<file path="config.mk">
export PLATFORM = sky130hd
export DESIGN_NAME = bottle_fill_ctrl
export DESIGN_NICKNAME = d
export VERILOG_FILES = /design/src/rtl/bottle_fill_ctrl.sv
export SDC_FILE = /design/constraint.sdc
export NUM_CORES = 1
export LEC_CHECK = 0
export CAP_MARGIN = 25
export CELL_PAD_IN_SITES_DETAIL_PLACEMENT = 1
export CELL_PAD_IN_SITES_GLOBAL_PLACEMENT = 1
export CORE_UTILIZATION = 37
export CTS_CLUSTER_DIAMETER = 50
export DETAILED_ROUTE_END_ITERATION = 10
export PLACE_DENSITY_LB_ADDON = 0.1
export SYNTH_ARGS = -nofsm -noshare
export SYNTH_HDL_FRONTEND = slang
export SYNTH_SLANG_ARGS = --single-unit
export TNS_END_PERCENT = 1
</file>
<file path="constraint.sdc">
create_clock -name cp -period 2.35 [get_ports cp]
set_input_delay 0.47 -clock cp [delete_from_list [all_inputs] [get_ports cp]]
set_output_delay 0.47 -clock cp [all_outputs]
set_load 0.01 [all_outputs]
</file>
<file path="src/rtl/bottle_fill_ctrl.sv">
// Fill-cycle sequencer for the tablet bottling line: waits for a bottle, gates tablets
// up to the set count, settles, indexes the conveyor and repeats until the batch completes.
module bottle_fill_ctrl #(
  parameter int BATCH         = 18,
  parameter int TIMEOUT_TICKS = 8
) (
  input  logic       cp,
  input  logic       rst_n,
  input  logic       tick,
  input  logic       start,
  input  logic       pause,
  input  logic [6:0] set_num,
  input  logic       tab_pulse,
  input  logic       bottle_ok,
  output logic       gate_open,
  output logic       conv_run,
  output logic [6:0] cur,
  output logic [6:0] bot_num,
  output logic [9:0] total,
  output logic       green,
  output logic       red,
  output logic       done,
  output logic [1:0] fault,
  output logic [2:0] state
);

  // state    | meaning
  // IDLE     | stopped, counts held for display
  // WAIT_BOT | waiting for a bottle at the station, timeout armed
  // FILL     | gate open, counting tablets towards set_q
  // CLOSE    | gate shut, settling for two ticks
  // INDEX    | conveyor moving the full bottle out, timeout armed
  // DONE     | batch complete
  // FAULT    | halted with a fault code until start drops
  typedef enum logic [2:0] {
    S_IDLE     = 3'd0,
    S_WAIT_BOT = 3'd1,
    S_FILL     = 3'd2,
    S_CLOSE    = 3'd3,
    S_INDEX    = 3'd4,
    S_DONE     = 3'd5,
    S_FAULT    = 3'd6
  } state_t;

  localparam logic [3:0] TMO_LOAD    = 4'(TIMEOUT_TICKS);
  localparam logic [3:0] SETTLE_LOAD = 4'd2;
  localparam logic [6:0] BATCH_C     = 7'(BATCH);
  localparam logic [9:0] TOTAL_MAX   = 10'd999;

  state_t     state_q, state_d;
  logic [6:0] set_q, set_d;
  logic [6:0] cur_q, cur_d;
  logic [6:0] bot_q, bot_d;
  logic [9:0] total_q, total_d;
  logic [1:0] fault_q, fault_d;
  logic [3:0] timer_q, timer_d;
  logic       gate_q, gate_d;
  logic       conv_q, conv_d;
  logic       green_q, green_d;
  logic       done_q, done_d;
  logic [6:0] cur_inc;
  logic [9:0] total_inc;

  always_ff @(posedge cp or negedge rst_n) begin
    if (!rst_n) begin
      state_q <= S_IDLE;
      set_q   <= 7'd0;
      cur_q   <= 7'd0;
      bot_q   <= 7'd0;
      total_q <= 10'd0;
      fault_q <= 2'd0;
      timer_q <= 4'd0;
      gate_q  <= 1'b0;
      conv_q  <= 1'b0;
      green_q <= 1'b0;
      done_q  <= 1'b0;
    end else begin
      state_q <= state_d;
      set_q   <= set_d;
      cur_q   <= cur_d;
      bot_q   <= bot_d;
      total_q <= total_d;
      fault_q <= fault_d;
      timer_q <= timer_d;
      gate_q  <= gate_d;
      conv_q  <= conv_d;
      green_q <= green_d;
      done_q  <= done_d;
    end
  end

  always_comb begin
    state_d   = state_q;
    set_d     = set_q;
    cur_d     = cur_q;
    bot_d     = bot_q;
    total_d   = total_q;
    fault_d   = fault_q;
    timer_d   = timer_q;
    cur_inc   = cur_q + 7'd1;
    total_inc = (total_q == TOTAL_MAX) ? total_q : total_q + 10'd1;

    case (state_q)
      S_IDLE: begin
        if (start && set_num != 7'd0 && set_num <= 7'd99) begin
          set_d   = set_num;
          cur_d   = 7'd0;
          bot_d   = 7'd0;
          total_d = 10'd0;
          fault_d = 2'd0;
          state_d = S_WAIT_BOT;
        end
      end
      S_WAIT_BOT: begin
        if (!start) begin
          state_d = S_IDLE;
        end else if (tab_pulse) begin
          fault_d = 2'd3;
          state_d = S_FAULT;
        end else if (!pause) begin
          if (bottle_ok) begin
            cur_d   = 7'd0;
            state_d = S_FILL;
          end else if (tick) begin
            if (timer_q == 4'd1) begin
              fault_d = 2'd2;
              state_d = S_FAULT;
            end else begin
              timer_d = timer_q - 4'd1;
            end
          end
        end
      end
      S_FILL: begin
        if (!start) begin
          state_d = S_IDLE;
        end else begin
          if (tab_pulse) begin
            cur_d   = cur_inc;
            total_d = total_inc;
          end
          // Reaching the count is a tablet event, so it beats a bottle loss in the same cycle.
          if (tab_pulse && cur_inc == set_q) begin
            state_d = S_CLOSE;
          end else if (!pause && !bottle_ok) begin
            fault_d = 2'd2;
            state_d = S_FAULT;
          end
        end
      end
      S_CLOSE: begin
        if (!start) begin
          state_d = S_IDLE;
        end else if (tab_pulse) begin
          cur_d   = cur_inc;
          total_d = total_inc;
          fault_d = 2'd1;
          state_d = S_FAULT;
        end else if (!pause && tick) begin
          if (timer_q == 4'd1) begin
            bot_d   = bot_q + 7'd1;
            state_d = S_INDEX;
          end else begin
            timer_d = timer_q - 4'd1;
          end
        end
      end
      S_INDEX: begin
        if (!start) begin
          state_d = S_IDLE;
        end else if (tab_pulse) begin
          fault_d = 2'd3;
          state_d = S_FAULT;
        end else if (!pause) begin
          if (!bottle_ok) begin
            state_d = (bot_q == BATCH_C) ? S_DONE : S_WAIT_BOT;
          end else if (tick) begin
            if (timer_q == 4'd1) begin
              fault_d = 2'd2;
              state_d = S_FAULT;
            end else begin
              timer_d = timer_q - 4'd1;
            end
          end
        end
      end
      S_DONE, S_FAULT: begin
        if (!start) state_d = S_IDLE;
      end
      default: state_d = S_IDLE;
    endcase

    // Loading on entry also discards a tick that coincides with the transition.
    if (state_d != state_q) begin
      timer_d = (state_d == S_CLOSE) ? SETTLE_LOAD : TMO_LOAD;
    end
  end

  always_comb begin
    gate_d  = (state_d == S_FILL) && !pause;
    conv_d  = (state_d == S_INDEX) && !pause;
    green_d = (state_d == S_WAIT_BOT || state_d == S_FILL ||
               state_d == S_CLOSE || state_d == S_INDEX) && !pause;
    done_d  = (state_d == S_DONE);
  end

  assign gate_open = gate_q;
  assign conv_run  = conv_q;
  assign cur       = cur_q;
  assign bot_num   = bot_q;
  assign total     = total_q;
  assign green     = green_q;
  assign red       = ~green_q;
  assign done      = done_q;
  assign fault     = fault_q;
  assign state     = state_q;

endmodule

</file>
Yosys cells after proc, flatten, opt, wreduce, memory -nomap -nowiden --
Index checks and enable logic that the tools add are counted.
Cells by class: $add $sub $neg 4, multipliers 0, div/mod/pow operators 0, magnitude comparators 1, equality and inequality tests 48, shift operators 0, multiplexer cells 72, bitwise logic cells 1, reduce and logical (&&, ||, !) cells 28
Operators by type and width (count):
- two-way mux 7 bit | 11
- two-way mux 3 bit | 20
- two-way mux 4 bit | 15
- != test 3 bit (second input constant) | 15
- two-way mux 10 bit | 4
- two-way mux 2 bit | 16
- != test 2 bit (second input constant) | 15
- case mux 7 bit (3 select lines) | 1
- case mux 10 bit (2 select lines) | 1
- case mux 3 bit (6 select lines) | 1
- equality test 3 bit (second input constant) | 5
- adder 7 x 1 -> 7 bit (second input constant) | 2
- case mux 7 bit (2 select lines) | 1
- AND reduction 13 bit | 1
- equality test 3 x 2 -> 1 bit (second input constant) | 4
- case mux 4 bit (3 select lines) | 1
- AND reduction 12 bit | 1
- adder 10 x 1 -> 10 bit (second input constant) | 1
- equality test 10 bit (second input constant) | 1
- case mux 2 bit (5 select lines) | 1
- logical AND 1 bit | 8
- AND reduction 8 bit | 1
- equality test 7 x 5 -> 1 bit (second input constant) | 1
- equality test 7 bit | 1
- other kinds (19) | 26
Word-level totals: register bits 44, bits in latches 0, bits in writable memories 0, memory bits (read-only) 0, bits of input ports 14, output and inout bits 34, word-level logic and storage cells 165, memories 0

Logic depth before layout (Yosys ltp) --
depth after elaboration 13, depth in mapped cells 11, depth with buffers taken out 10

Least setup slack after synthesis --
Ideal clock, no wire load.
kind reg2reg, from register cur_q[1], in the netlist cur[1], to register timer_q[3], setup time 125 ps, data arrival time 2440 ps, required time 2225 ps, path slack -215 ps, cell stages (with the launch flop) 9, buffers on the path 0, clock period less this slack 2565 ps, cell sequence dfrtp_1 > ha_1 > xor2_1 > a2111o_1 > a2111oi_4 > and3_4 > o311ai_2 > o211ai_2 > mux2_4
On the way: longest elaborated chain between the ends 9, elaborated cells between the ends (all ways) 23, those cells by class add/sub (1); eq/ne (14); mux (5); reduce/logical (3)
RTL lines:
- start, declared | line 52 | logic [6:0] cur_q, cur_d;
- start signal, assigned | line 80 | cur_q <= cur_d;
- adder 7 x 1 -> 7 bit (*) | line 100 | cur_inc = cur_q + 7'd1;
- equality test 7 bit (*) | line 143 | if (tab_pulse && cur_inc == set_q) begin
- logical AND 1 bit (*) | line 143
- two-way mux 3 bit (*) | line 143
- two-way mux 3 bit (*) | line 135 | if (!start) begin
- case mux 3 bit (6 select lines) (*) | line 103 | case (state_q)
- != test 3 bit or equality test 3 x 2 -> 1 bit (tied branches) | line 194, 195
- != test 3 bit (no source line) (tied with other cells)
- AND reduction 12 bit (no source line) or two-way mux 4 bit (tied branches)
- end signal, assigned | line 84 | timer_q <= timer_d;
- end, declared | line 56 | logic [3:0] timer_q, timer_d;
Every way passes the cells marked *; elsewhere a longest branch is shown, timed or not. A chain may end at the register's enable or synchronous reset.

Worst setup path after layout --
from register cur_q[0], in the netlist cur[0], to register timer_q[3]
Same word-level chain as after synthesis.

==> results.cfg <==
[routing]
ant_nets = 0
drtIter0Drc = 107
dr.pass1.iters = 4
drc = 0
vias = 3128
wl_um = 9890
viasPerCell = 5.47
post_drt_wl_per_cell_um = 17.3

[synth]
yosysTopAreaCellShare = 0.365
syn_area_um2 = 3010
synth_compound_area_frac = 0.214
synth.most_common_cell = dfrtp_1
synthAdderAreaFrac = 0.0282
ys.flop_type = dfrtp_1
synth_xor_area_frac = 0.0552
muxShareOfSynthArea = 0.0378
synthArstFlopShare = 1.00
synth_top_family_by_area = simple AND/OR/NAND/NOR gates
yosys-top-cells-count = dfrtp_1 (44), nor2_1 (35), nand2_1 (30), o21ai_0 (23), nand3_1 (15)
synthTopCellsByArea = dfrtp_1 (37%), nor2_1 (4.4%), o21ai_0 (3.8%)
syn_area_per_cell_um2 = 8.71
yosysSeqAreaShare = 0.365
synthSimpleGateAreaFrac = 0.248
yosys_warnings = 0
synth-edff-count = 0
synth_seq_cells = 44
synth_top_area_cell = dfrtp_1
yosysUniqueCellTypes = 72
synthCells = 346
syn-num-nets = 366

[cells_and_area]
multi_input_area_um2 = 1880
num_antenna_cells = 0
area_delta_synth_final_pct = 47.9
fin_util = 0.571
drive_gt1_frac = 0.296
nFillCells = 922
layout.area.seq_um2 = 1100
nNetsFinal = 489

[timing]
tns_ns = -0.341
slew_headroom = 0.621
min_period_over_period = 1.06
rsz0062_at_grt = true
setup_viol = 5
clock_skew_ns = 0.00961
worstMarginPinSlew_ns = 0.569
fmax_mhz = 400
hold_ws_ns = 0.228
report.final.slew_viol_count = 0
post-route-min-period_ns = 2.50
final_hold_viol_count = 0
setup_ws_ns = -0.149

[global_routing]
gr-max-usage-layer = met2
use_met3 = 0.0323
grt.met1_usage = 0.316
grt-ovfl-total = 0
antenna_found_initial = 0
grt_pass1_vias = 3286
grt_max_degree = 45
use_met2 = 0.417
grt_pass1_wl_um = 16200
grt.total_usage = 0.244

[run_status]
violations = negative setup slack
status = finished with violations

[floorplanning]
core-area_um2 = 7810
num_rows = 32
die_h_um = 92.2
ios = 48
die-width_um = 92.2
die-area_um2 = 8510
initial_core_util = 0.386

[pwr]
total_leakage_power_uw = 0.00193
power_density_nw_per_um2 = 713
max-vdd-ir-drop_mv = 0.344

[worst_setup_path]
endpoint_kind = flip-flop
rrSetupSlack_ns = -0.15
critPathMaxFanout = 4
crit_arrival_ns = 2.70
critPathKind = flip-flop to flip-flop
rr_endpoint = timer_q[3]
cp-startpoint = cur[0]
start_kind = flip-flop
crit_path_end = timer_q[3]
reg2regPathDepth = 9
critPathRequiredTime_ns = 2.55
cp_cell_sequence = ha_4 > xor2_2 > a2111o_1 > a2111oi_4 > and3_4 > buf_6 > o311ai_4 > o211ai_2 > mux2_4
rr_startpoint = cur[0]
slowest_stage = dfrtp_2
slowest_delay_ns = 0.44

[placed_design]
dp_hpwl_um = 7500
port_buffers = 47
routabilityCongestion = 0.902

[cts]
clock_path_buffers = 2
cts_tree = done
clk_pin_slew_ns = 0.09
htree_levels = 2
clk_latency_ns = 0.32
cts.sinks = 44
cts_buffers = 5
clock_tree.root_cell = clkbuf_8

[flow_run]
timing.max_cap.violations = 0

[min_path]
hold_class = input port to asynchronous set/reset pin
==> layer usage <==
layer  part of all wire  routed length [µm]
met5                  0                   0
met4              0.020                 201
met3              0.033                 329
met2               0.48                4790
met1               0.46                4570
==> power breakdown <==
group          internal (µW)  total, µW  switching, µW  leakage (µW)
registers                890       1050            161      0.000586
logic                    768       1480            715       0.00128
clock network            348        644            296     0.0000614
total                   2010       3180           1170       0.00193
==> layout make-up <==
type,count,area share
Clock buffer,6,0.0185
Clock inverter,2,0.00870
Inverter,11,0.00926
Multi-Input combinational cell,267,0.422
Sequential cell,44,0.248
Tap cell,102,0.0286
Timing Repair Buffer,140,0.266
==> timing repair <==
| item | CTS | global route |
|---|---|---|
| pin swaps | 5 | 8 |
| endpoints found under the setup margin | 20 | 37 |
| gates resized for setup | 16 | 16 |
| hold buffers | 0 | 0 |
| endpoints found under the hold margin | 0 | 0 |
| buffers inserted | 2 | 0 |
==> logic make-up (layout without fill, tap and decap cells) <==
| group | after synthesis | count (layout) |
|---|---|---|
| xor gates and xnor gates | 19 | 19 |
| and+or+nand+nor | 145 | 145 |
| muxes | 10 | 10 |
| DFF | 44 | 44 |
| adders and majority gates | 7 | 7 |
| AOI/OAI and AO/OA | 86 | 86 |
| buffers and inverters | 35 | 159 |
==> worst max-delay path, delay by kind of cell, from the launching register on <==
kind / cells / cell delay, ns
compound gates: 4 / 0.83
flops: 1 / 0.44
mux: 1 / 0.32
simple gates: 1 / 0.28
fa+ha+maj: 1 / 0.26
xor+xnor: 1 / 0.14
buf+inv: 1 / 0.11
==> how the worst min path moves through the flow <==
| stage | to | slack [ns] | startpoint |
|---|---|---|---|
| after floorplan | bot_num[0] | 0.17 | rst_n |
| after global placement | fault[0] | 0.48 | fault[0] |
| after detailed placement | fault[1] | 0.49 | fault[1] |
| after CTS | cur[3] | 0.25 | rst_n |
| after global routing | cur[5] | 0.29 | rst_n |
| final | cur[6] | 0.23 | rst_n |
==> through the flow <==
step / area (µm²) / cells / total power (µW) / setup slack, ns
2_1_floorplan: 3030 / 346 / 1780 / -0.0110
3_3_place_gp: 4190 / 562 / 2400 / -0.502
3_5_place_dp: 4190 / 562 / 2460 / -0.522
4_1_cts: 4380 / 572 / 3150 / -0.125
5_1_grt: 4460 / 572 / 3370 / -0.235
6_report: 4460 / 572 / 3180 / -0.149
==> cells in the final DEF (no fill, tap or decap), types with 4 or more instances in the layout <==
cell / synthesis / routed
o21ai_0: 23 / 23
ha_1: 6 / 5
nand4_1: 8 / 8
buf_4: 1 / 89
buf_6: 1 / 4
xor2_1: 12 / 11
inv_1: 9 / 9
nand2b_1: 13 / 13
mux2_2: 5 / 5
o2bb2ai_1: 4 / 4
dfrtp_1: 44 / 42
a31oi_1: 5 / 5
nand3_1: 15 / 14
xnor2_1: 7 / 7
clkbuf_8: 0 / 6
clkdlybuf4s50_1: 0 / 41
nor2_1: 35 / 34
and3_1: 9 / 8
o31ai_1: 5 / 5
a21oi_1: 13 / 12
nand2_1: 30 / 30
==> state kept, by name, summed over array words and instances (netlist names) <==
name / cells
total: 10
bot_num: 7
cur: 7
set_q: 7
timer_q: 4
state: 3
fault: 2
conv_run: 1
done: 1
gate_open: 1
green: 1
(Power assumes the default switching activity.)
